$ cat src/rtl/pipe_pkg.sv
// Shared types and default widths for the pipeline-boundary skid stages.
// Latency: n/a (package only).
// Backpressure: n/a (package only).
package pipe_pkg;

  // Occupancy-encoded stage state: the encoding doubles as the entry count.
  typedef enum logic [1:0] {
    EMPTY = 2'b00,
    ONE   = 2'b01,
    TWO   = 2'b10
  } skid_state_t;

  // EX/MEM: 16 addresult + 16 aluresult + 16 regread2 + 1 zero + 4 dest;
  //         ctrl = regwrite, memtoreg, branch, memwrite, memread.
  localparam int EXMEM_DATA_W = 53;
  localparam int EXMEM_CTRL_W = 5;

  // MEM/WB: 16 readdata + 16 aluresult + 4 dest; ctrl = regwrite, memtoreg.
  localparam int MEMWB_DATA_W = 36;
  localparam int MEMWB_CTRL_W = 2;

  // Number of held entries for a given state.
  function automatic logic [1:0] state_occupancy(input skid_state_t s);
    case (s)
      ONE:     return 2'd1;
      TWO:     return 2'd2;
      default: return 2'd0;
    endcase
  endfunction

endpackage

$ cat src/rtl/pipe_slot.sv
// One storage slot (ctrl + data) of the skid stage.
// Latency: 1 cycle from load to q_*.
// Backpressure: none; the parent decides when to load or clear.
// Ports: clk, rst (async active-low), load (capture d_*), clr_ctrl (zero
//        ctrl only, wins over load), d_ctrl/d_data in, q_ctrl/q_data out.
module pipe_slot
  import pipe_pkg::*;
#(
  parameter int DATA_W = EXMEM_DATA_W,
  parameter int CTRL_W = EXMEM_CTRL_W
) (
  input  logic              clk,
  input  logic              rst,
  input  logic              load,
  input  logic              clr_ctrl,
  input  logic [CTRL_W-1:0] d_ctrl,
  input  logic [DATA_W-1:0] d_data,
  output logic [CTRL_W-1:0] q_ctrl,
  output logic [DATA_W-1:0] q_data
);

  // Ctrl bits are side-effect enables, so an invalidated slot must read 0.
  always_ff @(posedge clk or negedge rst) begin
    if (!rst) begin
      q_ctrl <= '0;
    end else if (clr_ctrl) begin
      q_ctrl <= '0;
    end else if (load) begin
      q_ctrl <= d_ctrl;
    end
  end

  // Data path is only ever loaded, never cleared after reset.
  always_ff @(posedge clk or negedge rst) begin
    if (!rst) begin
      q_data <= '0;
    end else if (load) begin
      q_data <= d_data;
    end
  end

endmodule

$ cat src/rtl/pipe_stage_skid.sv
// Pipeline-boundary register with valid/ready handshake, 2-entry skid buffer and flush.
// Latency: 1 cycle from in_fire to out_* when empty or when the head leaves that cycle.
// Backpressure: registered in_ready drops only while both slots are full; full throughput otherwise.
// Ports: clk, rst (async active-low), flush (sync, discards everything incl. same-cycle input),
//        in_valid/in_ready/in_ctrl/in_data upstream, out_valid/out_ready/out_ctrl/out_data
//        downstream, occupancy (0..2).
// Optional: PIPE_STAGE_SKID_STATS_EN adds saturating stall_cnt and flush_cnt outputs.
module pipe_stage_skid
  import pipe_pkg::*;
#(
  parameter int DATA_W = EXMEM_DATA_W,
  parameter int CTRL_W = EXMEM_CTRL_W,
  parameter int CNT_W  = 16
) (
  input  logic              clk,
  input  logic              rst,
  input  logic              flush,
  input  logic              in_valid,
  output logic              in_ready,
  input  logic [CTRL_W-1:0] in_ctrl,
  input  logic [DATA_W-1:0] in_data,
  output logic              out_valid,
  input  logic              out_ready,
  output logic [CTRL_W-1:0] out_ctrl,
  output logic [DATA_W-1:0] out_data,
  output logic [1:0]        occupancy
`ifdef PIPE_STAGE_SKID_STATS_EN
  ,
  output logic [CNT_W-1:0]  stall_cnt,
  output logic [CNT_W-1:0]  flush_cnt
`endif
);

  skid_state_t state, next_state;

  logic              in_fire, out_fire;
  logic              m_load, m_clr, m_from_s;
  logic              s_load, s_clr;
  logic [CTRL_W-1:0] m_ctrl, s_ctrl, m_d_ctrl;
  logic [DATA_W-1:0] m_data, s_data, m_d_data;

  assign in_fire  = in_valid & in_ready;
  assign out_fire = out_valid & out_ready;

  always_comb begin
    next_state = state;
    m_load     = 1'b0;
    m_clr      = 1'b0;
    m_from_s   = 1'b0;
    s_load     = 1'b0;
    s_clr      = 1'b0;
    if (flush) begin
      // Bubble everything: ctrl zeroed, data left as is, input ignored.
      next_state = EMPTY;
      m_clr      = 1'b1;
      s_clr      = 1'b1;
    end else begin
      case (state)
        EMPTY: begin
          if (in_fire) begin
            next_state = ONE;
            m_load     = 1'b1;
          end
        end
        ONE: begin
          if (in_fire && out_fire) begin
            m_load = 1'b1;
          end else if (in_fire) begin
            next_state = TWO;
            s_load     = 1'b1;
          end else if (out_fire) begin
            next_state = EMPTY;
            m_clr      = 1'b1;
          end
        end
        TWO: begin
          // in_ready is low here, so only the drain path exists.
          if (out_fire) begin
            next_state = ONE;
            m_load     = 1'b1;
            m_from_s   = 1'b1;
            s_clr      = 1'b1;
          end
        end
        default: begin
          next_state = EMPTY;
          m_clr      = 1'b1;
          s_clr      = 1'b1;
        end
      endcase
    end
  end

  assign m_d_ctrl = m_from_s ? s_ctrl : in_ctrl;
  assign m_d_data = m_from_s ? s_data : in_data;

  always_ff @(posedge clk or negedge rst) begin
    if (!rst) begin
      state    <= EMPTY;
      in_ready <= 1'b1;
    end else begin
      state    <= next_state;
      in_ready <= (next_state != TWO);
    end
  end

  pipe_slot #(.DATA_W(DATA_W), .CTRL_W(CTRL_W)) u_slot_m (
    .clk      (clk),
    .rst      (rst),
    .load     (m_load),
    .clr_ctrl (m_clr),
    .d_ctrl   (m_d_ctrl),
    .d_data   (m_d_data),
    .q_ctrl   (m_ctrl),
    .q_data   (m_data)
  );

  pipe_slot #(.DATA_W(DATA_W), .CTRL_W(CTRL_W)) u_slot_s (
    .clk      (clk),
    .rst      (rst),
    .load     (s_load),
    .clr_ctrl (s_clr),
    .d_ctrl   (in_ctrl),
    .d_data   (in_data),
    .q_ctrl   (s_ctrl),
    .q_data   (s_data)
  );

  assign out_valid = (state != EMPTY);
  assign out_ctrl  = out_valid ? m_ctrl : '0;
  assign out_data  = m_data;
  assign occupancy = state_occupancy(state);

`ifdef PIPE_STAGE_SKID_STATS_EN
  // Saturating event counters; they hold at all-ones once reached.
  always_ff @(posedge clk or negedge rst) begin
    if (!rst) begin
      stall_cnt <= '0;
      flush_cnt <= '0;
    end else begin
      if (in_valid && !in_ready && (stall_cnt != {CNT_W{1'b1}})) begin
        stall_cnt <= stall_cnt + 1'b1;
      end
      if (flush && (flush_cnt != {CNT_W{1'b1}})) begin
        flush_cnt <= flush_cnt + 1'b1;
      end
    end
  end
`else
  // Statistics disabled: CNT_W has no effect in this build.
  if (CNT_W > 0) begin : g_no_stats
  end
`endif

endmodule

$ cat config.mk
export PLATFORM = sky130hd
export DESIGN_NAME = pipe_stage_skid
export DESIGN_NICKNAME = d
export VERILOG_FILES = /design/src/rtl/pipe_pkg.sv /design/src/rtl/pipe_slot.sv /design/src/rtl/pipe_stage_skid.sv
export SDC_FILE = /design/constraint.sdc
export NUM_CORES = 1
export LEC_CHECK = 0
export CORE_UTILIZATION = 45
export DETAILED_ROUTE_END_ITERATION = 8
export PLACE_DENSITY = 0.76
export SYNTH_ARGS = -nofsm -noshare
export SYNTH_HDL_FRONTEND = slang
export SYNTH_SLANG_ARGS = --single-unit
$ cat constraint.sdc
create_clock -name clk -period 1.85 [get_ports clk]
set_clock_uncertainty 0.15 [all_clocks]
set_input_delay 0.185 -clock clk [delete_from_list [all_inputs] [get_ports clk]]
set_output_delay 0.185 -clock clk [all_outputs]
set_load 0.03 [all_outputs]
==> reports/results.tsv <==
metric	value	unit
initial antenna violation count	0	
achievable frequency	513.6	MHz
WS Path Type	flip-flop to flip-flop	
CTS tree	done	
Placer Congestion	0.8168	
drt first pass iters	4	
slack of the worst reg-to-reg path	-100	ps
violated checks	setup timing	
unique cell type count in the Yosys netlist	28	
dpl ws	-285.3	ps
Starting Density	0.4658	
total area of sequential cells	2980	um2
status	complete, but fails checks	
Die Span X	108.4	um
clock insertion delay at the later pin of the skew report	410	ps
Syn Std Cell Area	5094	um2
Final Hold Vio Count	0	
RSZ-0062 raised after global routing	yes	
Synth Instances	400	
DRC viols	0	
share of cells above drive strength 1	0.3420	
critical path startpoint category	flip-flop	
Fin Hold WS	119.9	ps
Synth warnings	0	
Slew HR	0.6351	
most frequent cells in the layout	dfrtp_1, clkdlybuf4s50_1, nor2_1	
GRT Util Overall	0.2342	
crit path DAT	2090	ps
Synth Area in Adders	0	
final net count	626	
vias in the first global route	4095	
first-pass GRT wire length	20.46	mm
Core Box Area	10940	um2
Worst Path Max Fanout	9	
CTS Buf Count	17	
Worst Max-Slew Pin Slew	547.3	ps
Yosys reg bits	119	
num ports	125	
Power Total	9364	uW
detailed placer's ending HPWL	7.751	mm
fin crit share	1.052	
Slew Viols, Final	0	
footprint of the multi-input gates	2310	um2
Core Rows	38	
layout filler cell count	735	
Num Clock Sinks	119	
hold crit path type	primary input to asynchronous set/reset pin	
ranking of synthesized cells by area	dfrtp_1, mux2i_1, mux2_2	
mux share of post-synthesis cell area	0.2338	
area share of the largest cell type after synthesis	0.5797	
worst vdd ir	0.6090	mV
Avg Inst Size Synth	12.73	um2
max_cap viols	0	
compound-gate portion of the synthesized area	0.07934	
worst reg-to-reg path cell count	6	
PortBufs	124	
full die area	11750	um2
Die H	108.4	um
deepest clock path buffer count	2	
final core utilization	0.7335	
WL per Instance	20.62	um
most common cell after layout, fill and taps aside	dfrtp_1	
power per cell area	1167	nW/um2
Worst-path clk slew	60	ps
Worst Path Required	1990	ps
P_leak	0.003268	uW
minimum clock period	1947	ps
DR iter-0 viols	172	
CTS HTree Levels	4	
Synth area leader	dfrtp_1	
total wire length	14.76	mm
Synth Net Count	463	
main combinational cell family by area after synthesis	multiplexers	
Synth Area in XOR/XNOR	0	
P&R area growth vs syn	57.48	%
RR Endpoint	u_slot_m.q_data[1]	
routed vias	3868	
post-route ant nets	0	
largest net degree at the start of global routing	40	
CP Capture Type	flip-flop	
Clock Tree Root	clkbuf_16	
vias per inst	5.402	
total grt overflow	0	
antenna diode count	0	
post-synthesis sequential area ratio	0.5849	
setup violators final	66	
final setup margin	-96.97	ps
simple logic cell fraction of the synthesized area	0.06755	
FF-to-FF Start	state[0]	
## cell type report
| class | count | area share |
|---|---|---|
| Tap cell | 140 | 0.02184 |
| Timing Repair Buffer | 169 | 0.2413 |
| Sequential cell | 119 | 0.3715 |
| Multi-Input combinational cell | 254 | 0.2879 |
| Clock inverter | 14 | 0.02168 |
| Clock buffer | 18 | 0.05475 |
| Inverter | 2 | 0.0009359 |
## stage by stage
stage	std cells	TNS, ps	instance area (um2)
6_report	716	-1811	8021
3_5_place_dp	663	-25760	6660
2_1_floorplan	400	-2171	5169
4_1_cts	705	-26.07	7446
5_1_grt	716	-5589	8021
3_3_place_gp	663	-19670	6660
## state kept, by name (all words and copies together) (netlist names)
register / count
u_slot_m.q_ctrl: 5
u_slot_m.q_data: 53
u_slot_s.q_ctrl: 5
u_slot_s.q_data: 53
in_ready: 1
state: 2
## critical path, cell delays in order (launching register included)
cell and delay (ps):
dfrtp_2 440, and2b_4 260, and3b_4 230, buf_12 160
clkbuf_16 200, mux2i_1 280, a21oi_2 100
## worst max-delay path by stage
stage | slack (ps) | to | from
after floorplan | -70 | u_slot_s.q_data[37] | in_ready
after global placement | -200 | u_slot_m.q_data[1] | out_ready
after detailed placement | -290 | u_slot_m.q_data[10] | out_ready
after CTS | -20 | u_slot_m.q_data[23] | in_ready
after global routing | -130 | u_slot_m.q_data[1] | state[0]
final | -100 | u_slot_m.q_data[1] | state[0]
## synthesized netlist by cell type, drive strengths merged
cell type    n
mux2i       53
a21oi       55
and3b        2
or3          1
a31oi        3
buf         19
or2          1
nor2b        5
nand4b       1
o21bai       3
dfrtp      118
nand4bb      1
mux2        58
nor4b        1
nand2        2
inv          2
a22o        10
and2b        2
nor2        55
nand3b       1
dfstp        1
clkbuf       6
## timing repair
item,4_1_cts,5_1_grt
buffers inserted,5,4
endpoints found under the hold margin,41,0
endpoints found under the setup margin,86,113
cloned,4,7
resized for setup,15,88
pin swaps,1,3
hold buffers,1,0
## logic make-up after synthesis
kind of cell,Yosys count
multiplexers,111
buffers and inverters,27
AND/OR/NAND/NOR,72
flip-flops,119
AO/OA/AOI/OAI,71
## per-layer routing
metal	vias to the layer above	GRT usage	wire (um)
li1	1742	-	-
met1	1939	0.2848	6000
met2	145	0.3949	7461
met3	42	0.05184	743
met4	0	0.1120	558
met5	-	0	0
## power by group
part           switching (uW)  internal [uW]  leakage [uW]
clock network            1250           2160      0.000289
logic                    1150           1180       0.00158
registers                 417           3210       0.00140
No activity file was read; power rests on OpenSTA's default activity.
